## config.mk

```make
export PLATFORM = sky130hd
export DESIGN_NAME = pot_conditioner
export DESIGN_NICKNAME = d
export VERILOG_FILES = /design/src/rtl/filter_pkg.sv /design/src/rtl/pot_ema.sv /design/src/rtl/pot_conditioner.sv
export SDC_FILE = /design/constraint.sdc
export NUM_CORES = 1
export LEC_CHECK = 0
export CORE_MARGIN = 2
export CORE_UTILIZATION = 50
export DETAILED_ROUTE_END_ITERATION = 10
export PLACE_DENSITY = 0.76
export SLEW_MARGIN = 20
export SYNTH_ARGS = -nofsm -noshare
export SYNTH_HDL_FRONTEND = slang
export SYNTH_SLANG_ARGS = --single-unit
export TNS_END_PERCENT = 20
```

## constraint.sdc

```tcl
create_clock -name CLK50 -period 5.59 [get_ports CLK50]
set_input_delay 0.8385 -clock CLK50 [delete_from_list [all_inputs] [get_ports CLK50]]
set_output_delay 0.8385 -clock CLK50 [all_outputs]
set_load 0.005 [all_outputs]
```

## src/rtl/filter_pkg.sv

```systemverilog
// Shared types for the pot conditioner: channel/sample widths and the
// output handshake state machine encoding.
package filter_pkg;

    localparam int NCHAN  = 2;
    localparam int ADC_W  = 10;
    localparam int CHAN_W = (NCHAN > 1) ? $clog2(NCHAN) : 1;

    typedef logic [CHAN_W-1:0] chan_t;
    typedef logic [ADC_W-1:0]  adc_word_t;

    typedef enum logic {
        ST_IDLE,
        ST_HOLD
    } out_state_e;

    localparam adc_word_t ADC_MAX = '1;

    function automatic chan_t next_chan(input chan_t c);
        if (c == chan_t'(NCHAN - 1)) begin
            return '0;
        end
        return c + chan_t'(1);
    endfunction

    // Audio taper: square law normalised back to ADC_W bits.
    function automatic adc_word_t audio_taper(input adc_word_t x);
        logic [2*ADC_W-1:0] sq;
        sq = {{ADC_W{1'b0}}, x} * {{ADC_W{1'b0}}, x};
        return adc_word_t'(sq >> ADC_W);
    endfunction

endpackage

```

## src/rtl/pot_ema.sv

```systemverilog
// One pot channel: two-flop synchroniser, exponential moving average and
// hysteresis gate producing a pending flag plus the candidate value.
module pot_ema
    import filter_pkg::*;
#(
    parameter int AVG_SHIFT = 3,
    parameter int HYST      = 4
) (
    input  logic      CLK50,
    input  logic      reset,
    input  adc_word_t adc_in,
    input  logic      tick,
    input  logic      grant,
    output logic      pending,
    output adc_word_t cand
);

    localparam int ACC_W = ADC_W + AVG_SHIFT;
    typedef logic [ACC_W-1:0] acc_t;

    adc_word_t sync1_q, sync1_d;
    adc_word_t sync2_q, sync2_d;
    acc_t      acc_q, acc_d;
    logic      primed_q, primed_d;
    logic      cmp_q, cmp_d;
    logic      force_q, force_d;
    logic      pending_q, pending_d;
    adc_word_t cand_q, cand_d;
    adc_word_t last_sent_q, last_sent_d;

    adc_word_t avg;
    adc_word_t diff;
    logic      hyst_hit;
    logic      endpoint;

    always_comb begin
        // NOTE: every _d gets a default before any branch, so no path leaves it unassigned (no latch).
        sync1_d     = adc_in;
        sync2_d     = sync1_q;
        acc_d       = acc_q;
        primed_d    = primed_q;
        cmp_d       = tick;
        force_d     = tick & ~primed_q;
        pending_d   = pending_q;
        cand_d      = cand_q;
        last_sent_d = last_sent_q;

        // Subtracting the old average first keeps acc inside ACC_W bits.
        if (tick) begin
            primed_d = 1'b1;
            if (!primed_q) begin
                acc_d = acc_t'(sync2_q) << AVG_SHIFT;
            end else begin
                acc_d = (acc_q - (acc_q >> AVG_SHIFT)) + acc_t'(sync2_q);
            end
        end

        avg      = adc_word_t'(acc_q >> AVG_SHIFT);
        diff     = (avg >= last_sent_q) ? (avg - last_sent_q) : (last_sent_q - avg);
        hyst_hit = (int'(diff) >= HYST);
        endpoint = ((avg == '0) || (avg == ADC_MAX)) && (avg != last_sent_q);

        if (grant) begin
            pending_d   = 1'b0;
            last_sent_d = cand_q;
        end
        // A fresh compare wins over a same-cycle grant, so the newer value is kept.
        if (cmp_q && (force_q || hyst_hit || endpoint)) begin
            pending_d = 1'b1;
            cand_d    = avg;
        end
    end

    always_ff @(posedge CLK50 or posedge reset) begin
        if (reset) begin
            sync1_q     <= '0;
            sync2_q     <= '0;
            acc_q       <= '0;
            primed_q    <= 1'b0;
            cmp_q       <= 1'b0;
            force_q     <= 1'b0;
            pending_q   <= 1'b0;
            cand_q      <= '0;
            last_sent_q <= '0;
        end else begin
            // NOTE: non-blocking so every flop samples pre-edge values regardless of statement order.
            sync1_q     <= sync1_d;
            sync2_q     <= sync2_d;
            acc_q       <= acc_d;
            primed_q    <= primed_d;
            cmp_q       <= cmp_d;
            force_q     <= force_d;
            pending_q   <= pending_d;
            cand_q      <= cand_d;
            last_sent_q <= last_sent_d;
        end
    end

    assign pending = pending_q;
    assign cand    = cand_q;

endmodule

```

## src/rtl/pot_conditioner.sv

```systemverilog
// Pot conditioner top: sample tick, round-robin arbiter and valid/ready output.
// Define POT_CONDITIONER_AUDIO_TAPER_EN for square-law (audio taper) param_data.
module pot_conditioner
    import filter_pkg::*;
#(
    parameter int AVG_SHIFT = 3,
    parameter int HYST      = 4,
    parameter int TICK_DIV  = 50000
) (
    input  logic                  CLK50,
    input  logic                  reset,
    input  adc_word_t [NCHAN-1:0] adc_in,
    output adc_word_t             param_data,
    output chan_t                 param_chan,
    output logic                  param_valid,
    input  logic                  param_ready
);

    localparam int CNT_W = (TICK_DIV > 1) ? $clog2(TICK_DIV) : 1;

    logic [CNT_W-1:0] tick_cnt_q, tick_cnt_d;
    logic             tick;

    out_state_e state_q, state_d;
    adc_word_t  data_q, data_d;
    chan_t      chan_q, chan_d;
    chan_t      rr_ptr_q, rr_ptr_d;

    logic [NCHAN-1:0] pending;
    logic [NCHAN-1:0] grant;
    adc_word_t        cand [NCHAN];

    logic      arb_found;
    chan_t     arb_sel;
    chan_t     arb_idx;
    logic      do_grant;
    adc_word_t grant_data;

    always_comb begin
        tick       = (tick_cnt_q == CNT_W'(TICK_DIV - 1));
        tick_cnt_d = tick ? '0 : tick_cnt_q + 1'b1;
    end

    for (genvar g = 0; g < NCHAN; g++) begin : g_chan
        pot_ema #(
            .AVG_SHIFT (AVG_SHIFT),
            .HYST      (HYST)
        ) u_ema (
            .CLK50   (CLK50),
            .reset   (reset),
            .adc_in  (adc_in[g]),
            .tick    (tick),
            .grant   (grant[g]),
            .pending (pending[g]),
            .cand    (cand[g])
        );
    end

    // Search starts at rr_ptr, the channel after the last one granted.
    always_comb begin
        arb_found = 1'b0;
        arb_sel   = rr_ptr_q;
        arb_idx   = '0;
        for (int i = 0; i < NCHAN; i++) begin
            arb_idx = chan_t'((int'(rr_ptr_q) + i) % NCHAN);
            if (!arb_found && pending[arb_idx]) begin
                arb_found = 1'b1;
                arb_sel   = arb_idx;
            end
        end
    end

    always_comb begin
`ifdef POT_CONDITIONER_AUDIO_TAPER_EN
        grant_data = audio_taper(cand[arb_sel]);
`else
        grant_data = cand[arb_sel];
`endif
    end

    always_comb begin
        state_d  = state_q;
        data_d   = data_q;
        chan_d   = chan_q;
        rr_ptr_d = rr_ptr_q;
        grant    = '0;
        do_grant = 1'b0;

        case (state_q)
            ST_IDLE: begin
                do_grant = arb_found;
            end
            ST_HOLD: begin
                if (param_ready) begin
                    do_grant = arb_found;
                    if (!arb_found) begin
                        state_d = ST_IDLE;
                    end
                end
            end
            default: begin
                state_d = ST_IDLE;
            end
        endcase

        if (do_grant) begin
            grant[arb_sel] = 1'b1;
            data_d         = grant_data;
            chan_d         = arb_sel;
            rr_ptr_d       = next_chan(arb_sel);
            state_d        = ST_HOLD;
        end
    end

    always_ff @(posedge CLK50 or posedge reset) begin
        if (reset) begin
            tick_cnt_q <= '0;
            state_q    <= ST_IDLE;
            data_q     <= '0;
            chan_q     <= '0;
            rr_ptr_q   <= '0;
        end else begin
            tick_cnt_q <= tick_cnt_d;
            state_q    <= state_d;
            data_q     <= data_d;
            chan_q     <= chan_d;
            rr_ptr_q   <= rr_ptr_d;
        end
    end

    // Valid follows the state register directly, so reset clears it at once.
    assign param_valid = (state_q == ST_HOLD);
    assign param_data  = data_q;
    assign param_chan  = chan_q;

endmodule

```

# After elaboration in Yosys (flattened, before gate mapping)
# Cells that the tools add are included.
# W data, S select, Z words.
# op_classes
addsub,11
mul,0
div_mod_pow,0
magnitude_cmp,9
eq_ne,5
shifts,0
n_mux,32
n_bitwise,4
reduce_logical,17
# op_table
cell,n
$mux W10,5
$sub A10 B10 Y10,4
$add A13 B10 Y13,2
$mux W13,2
$sub A13 B10 Y13,2
$mux W1,21
$eq A10 B10 Y1 const B,2
$ge A10 B10 Y1,2
$ge A10 B3 Y1 const B,2
$logic_not A10 Y1,2
$ne A10 B10 Y1,2
$add A16 B1 Y16 const B,1
$eq A16 B16 Y1 const B,1
$mux W16,1
$logic_and A1 B1 Y1,6
$logic_or A1 B1 Y1,6
$lt A1 B2 Y1 const B,3
$reduce_bool A2 Y1,2
$add A1 B1 Y1 const B,2
$ge A2 B2 Y1 const B,1
$mux W2,1
$not A1 Y1,2
$not A1 Y2,1
$pmux W1 S2,1
other kinds (4),4
# totals
regBits,140
latch_bits,0
mem_bits_rw,0
rom_bits,0
inputBits,23
output_inout_bits,12
memories,0

# Logic depth before layout (Yosys ltp)
# logic_depth
depth_word,13
mapped_depth,13
ltp_nobuf,13

# By module
# A second synthesis with hierarchy kept.
# unflattened
cells_unflattened,929
hier_area_um2,9064.9
# by_module_without_submodules
module,n_inst,cells_per_inst,area_per_inst_um2
pot_ema (g_chan[0].u_ema),1,403,3898.7
pot_ema (g_chan[1].u_ema),1,406,3875.0
pot_conditioner,1,120,1291.2

# Least setup slack after synthesis
# OpenSTA, ideal clock, no wires.
# synth_path
path_kind,register to register
startpoint,reg g_chan[0].u_ema.acc_q[3]
endpoint,reg g_chan[0].u_ema.cand_q[0]
t_arrival_ns,2.970
t_required_ns,5.465
slack_ns,2.495
path_stages_with_launch,13
period_less_slack_ns,3.095
cell_sequence,dfrtp_1 inv_1 ha_1 fa_1 nand2b_1 a211o_1 a21oi_1 nor2_1 xnor2_1 or4_1 o211ai_2 buf_6 mux2_2
# synth_via
elab_chain_cells,6
elab_cells_between_ends,13
classes_between,add/sub: 2; order compare: 2; eq/ne: 2; mux: 1; reduce/logical: 6
# synth_lines
item,line,source
start: declaration,pot_ema.sv:23,"acc_t acc_q, acc_d;"
start signal: assignment,pot_ema.sv:78,acc_q <= '0;
start signal: assignment,pot_ema.sv:89,acc_q <= acc_d;
$sub A10 B10 Y10 / $ge A10 B10 Y1 (equally long branches),pot_ema.sv:59,diff = (avg >= last_sent_q) ? (avg - last_sent_q) : (last_sent_q - avg);
$mux W10,pot_ema.sv:59,
$ge A10 B3 Y1,pot_ema.sv:60,hyst_hit = (int'(diff) >= HYST);
$logic_or A1 B1 Y1 (2 in series),pot_ema.sv:68,if (cmp_q && (force_q || hyst_hit || endpoint)) begin
$logic_and A1 B1 Y1,pot_ema.sv:68,
end signal: assignment,pot_ema.sv:94,cand_q <= cand_d;
end: declaration,pot_ema.sv:28,"adc_word_t cand_q, cand_d;"
# Several ways; a longest one is shown, not always the timed one.
# A chain may end at the register's enable or synchronous reset.

# Worst setup path after layout
# layout_path
startpoint,reg g_chan[0].u_ema.acc_q[3]
endpoint,reg g_chan[0].u_ema.cand_q[2]
# layout_via
elab_chain_cells,6
elab_cells_between_ends,13
classes_between,add/sub: 2; order compare: 2; eq/ne: 2; mux: 1; reduce/logical: 6
# layout_lines
item,line
$sub A10 B10 Y10 / $ge A10 B10 Y1 (equally long branches),pot_ema.sv:59
$mux W10,pot_ema.sv:59
$ge A10 B3 Y1,pot_ema.sv:60
$logic_or A1 B1 Y1,pot_ema.sv:68
$logic_or A1 B1 Y1 (*),pot_ema.sv:68
$logic_and A1 B1 Y1 (*),pot_ema.sv:68
# Mark *: on every way between the ends. The rest lies on a longest branch, timed or not.

==> flow_summary.json <==
{
  "clock.fmax_mhz": 279,
  "p_per_area_mw_per_mm2": 331,
  "h-tree-depth": 4,
  "areaGrowthSynthToFinish_pct": 13.8,
  "yosys_most_used_dff": "dfrtp_1",
  "nets": 1039,
  "regToRegStartpoint": "g_chan[0].u_ema.acc_q[3]$_DFFE_PP0P_",
  "drc": 0,
  "row_count": 47,
  "synth_edf_count": 0,
  "postCtsHoldBufs": 0,
  "routed_wl_um": 18400,
  "hold_start": "g_chan[0].u_ema.sync1_q[7]$_DFF_PP0_",
  "critPathKind": "flop to flop",
  "dp_cells": 1124,
  "drt-wirelength-per-cell_um": 15.9,
  "cp_data_arrival_time_ns": 3.89,
  "clock_skew_ns": 0.00680,
  "yosysMostFrequentCell": "dfrtp_1",
  "synth_area_sq_mm": 0.00855,
  "antenna_found_initial": 0,
  "synth_top_area_cell": "dfrtp_1",
  "required_ns": 5.89,
  "relSlewSlack": 0.361,
  "syn_inst": 894,
  "track_usage": 0.219,
  "synth-seq-area-share": 0.410,
  "ys_warn_count": 0,
  "diodes": 0,
  "clk-insertion-delay-late_ns": 0.42,
  "crit_start": "g_chan[0].u_ema.acc_q[3]$_DFFE_PP0P_",
  "ir_worst_vdd_mv": 0.247,
  "layoutNonFillerInstCount": 1156,
  "synth_area_leaders": "dfrtp_1 (41%), ha_1 (10%), fa_1 (5.6%)",
  "globalplace.congestion": 0.941,
  "synthesis.nets": 1010,
  "cts.sinks": 140,
  "synthTopCellsByCount": "dfrtp_1 (140), inv_1 (122), nand2_1 (84)",
  "via_per_inst": 5.55,
  "synth_async_sr_flop_share": 1.00,
  "cp-start-kind": "flop",
  "grt_overflow": 0,
  "die_x_um": 135,
  "worstMarginPinSlew_ns": 0.958,
  "hold_viol": 0,
  "coreArea_sq_mm": 0.0166,
  "drt_iter0_drc": 489,
  "min_period_ns": 3.58,
  "ys_ff_latch": 140,
  "worst-path-max-fanout": 11,
  "grt_pass1_wl_um": 31500,
  "synth_top_cell_area_share": 0.410,
  "dr.pass1.iters": 5,
  "grtUsageMet1": 0.299,
  "ant_nets": 0,
  "cts.path.max_buffers": 2,
  "yosysUniqueCellTypes": 62,
  "root_buffer": "clkbuf_16",
  "grt_pass1_vias": 6378,
  "finalPower_mw": 3.22,
  "grt_util_met3": 0.0398,
  "die_h_um": 135,
  "dpl.hpwl_um": 13600,
  "dieArea_sq_mm": 0.0182,
  "cts_resized": 0,
  "period_share": 0.641,
  "grt_max_degree": 111,
  "maxCapViolCount": 0,
  "worstSetupEndpointType": "flop",
  "setup_viol": 0,
  "cts_setup_buffers": 0,
  "busiest_layer": "met2",
  "slew_violations": 0,
  "rsz0062_at_grt": "false",
  "start_util": 0.514,
  "vias": 6414,
  "clkSlewWorstSetupHoldPaths_ns": 0.06,
  "min_path_type": "flop to flop",
  "avgSynthCellArea_sq_um": 9.56,
  "pin_count": 35,
  "outcome": "complete, no violations",
  "setup_tns_ns": 0,
  "port_buffers": 34,
  "p_leak_nw": 4.72,
  "cts_made_buffers": 17,
  "cts_tree": "yes",
  "grt_use_met2": 0.353,
  "drive_gt1_frac": 0.0694
}
==> path summary, 6_finish.rpt <==
| path | to | slack (ns) | depth (start not counted) |
|---|---|---|---|
| setup / recovery | g_chan[0].u_ema.cand[2]$_DFFE_PP0P_ | 2.01 | 11 |
| hold / removal | g_chan[0].u_ema.sync2_q[7]$_DFF_PP0_ | 0.35 | 0 |
| setup reg to reg | g_chan[0].u_ema.cand[2]$_DFFE_PP0P_ | 2.01 | 11 |
| hold reg to reg | g_chan[0].u_ema.sync2_q[7]$_DFF_PP0_ | 0.35 | 0 |
| max in group asynchronous | g_chan[0].u_ema.sync1_q[6]$_DFF_PP0_ | 3.63 | 3 |
| min in group asynchronous | g_chan[1].u_ema.sync1_q[0]$_DFF_PP0_ | 1.00 | 2 |
==> placed cells by master (no fill, tap or decap), types with 18 or more instances in the layout <==
master / synthesis / final
dfrtp_1: 140 / 140
inv_1: 122 / 121
nand2_1: 84 / 84
ha_1: 69 / 69
o21ai_0: 66 / 66
nor2_1: 57 / 57
a21oi_1: 39 / 39
clkdlybuf4s50_1: 0 / 34
nand3_1: 27 / 27
xnor2_1: 27 / 27
fa_1: 24 / 24
mux2_2: 21 / 21
a21o_1: 20 / 20
mux2i_1: 18 / 18
==> per-layer routing <==
layer,part of all wire,vias up
li1,-,3077
met1,0.46,3141
met2,0.47,158
met3,0.043,38
met4,0.024,0
met5,0,-
==> power breakdown <==
| group | switching [mW] | internal [mW] |
|---|---|---|
| clock | 0.448 | 0.774 |
| sequential | 0.0394 | 1.07 |
| combinational | 0.508 | 0.380 |
| total | 0.995 | 2.22 |
==> through the flow <==
| step | util | hold slack (ns) | setup WS, ns | instance area [sq um] |
|---|---|---|---|---|
| 2_1_floorplan | - | 0.331 | 0.999 | 8550 |
| 3_3_place_gp | 0.545 | 0.331 | 2.11 | 9080 |
| 3_5_place_dp | 0.545 | 0.335 | 2.06 | 9080 |
| 4_1_cts | 0.584 | 0.349 | 2.05 | 9720 |
| 5_1_grt | 0.584 | 0.351 | 1.84 | 9720 |
| 6_report | 0.584 | 0.347 | 2.01 | 9720 |
==> logic make-up (layout without fill, tap and decap cells) <==
| group | after synthesis | in the layout | share of synthesized area |
|---|---|---|---|
| AO/OA/AOI/OAI | 184 | 184 | 0.137 |
| multiplexers | 40 | 40 | 0.0501 |
| AND/OR/NAND/NOR | 243 | 243 | 0.133 |
| buffers and inverters | 150 | 192 | 0.0678 |
| XOR/XNOR | 44 | 44 | 0.0451 |
| flip-flops | 140 | 140 | 0.410 |
| adder cells (fa/ha/maj) | 93 | 93 | 0.157 |
==> critical path, stage by stage, from the launching register on <==
cell and delay (ns):
dfrtp_1 0.48, inv_1 0.12, ha_1 0.23, fa_1 0.40
nand2b_1 0.21, a211o_1 0.34, a21oi_1 0.20, nor2_1 0.09
xnor2_1 0.13, or4_1 0.56, o211ai_2 0.28, mux2_2 0.42
==> sequential cells by signal, indices dropped and copies added (netlist names) <==
| name | flops |
|---|---|
| g_chan.u_ema.sync2_q | 20 |
| g_chan.u_ema.pending | 2 |
| g_chan.u_ema.primed_q | 1 |
| g_chan.u_ema.acc_q | 26 |
| tick_cnt_q | 16 |
| param_data | 10 |
| rr_ptr_q | 1 |
| g_chan.u_ema.sync1_q | 20 |
| g_chan.u_ema.cand | 20 |
| param_valid | 1 |
| g_chan.u_ema.force_q | 1 |
| g_chan.u_ema.cmp_q | 1 |
| param_chan | 1 |
| g_chan.u_ema.last_sent_q | 20 |
==> final cells by class <==
cell class | count | area [sq um]
Fill cell | 1394 | 6920
Multi-Input combinational cell | 604 | 4470
Sequential cell | 140 | 3500
Inverter | 122 | 463
Clock buffer | 20 | 457
Timing Repair Buffer | 38 | 370
Tap cell | 220 | 275
Clock inverter | 12 | 185
Power figures use the tool's default switching activity.
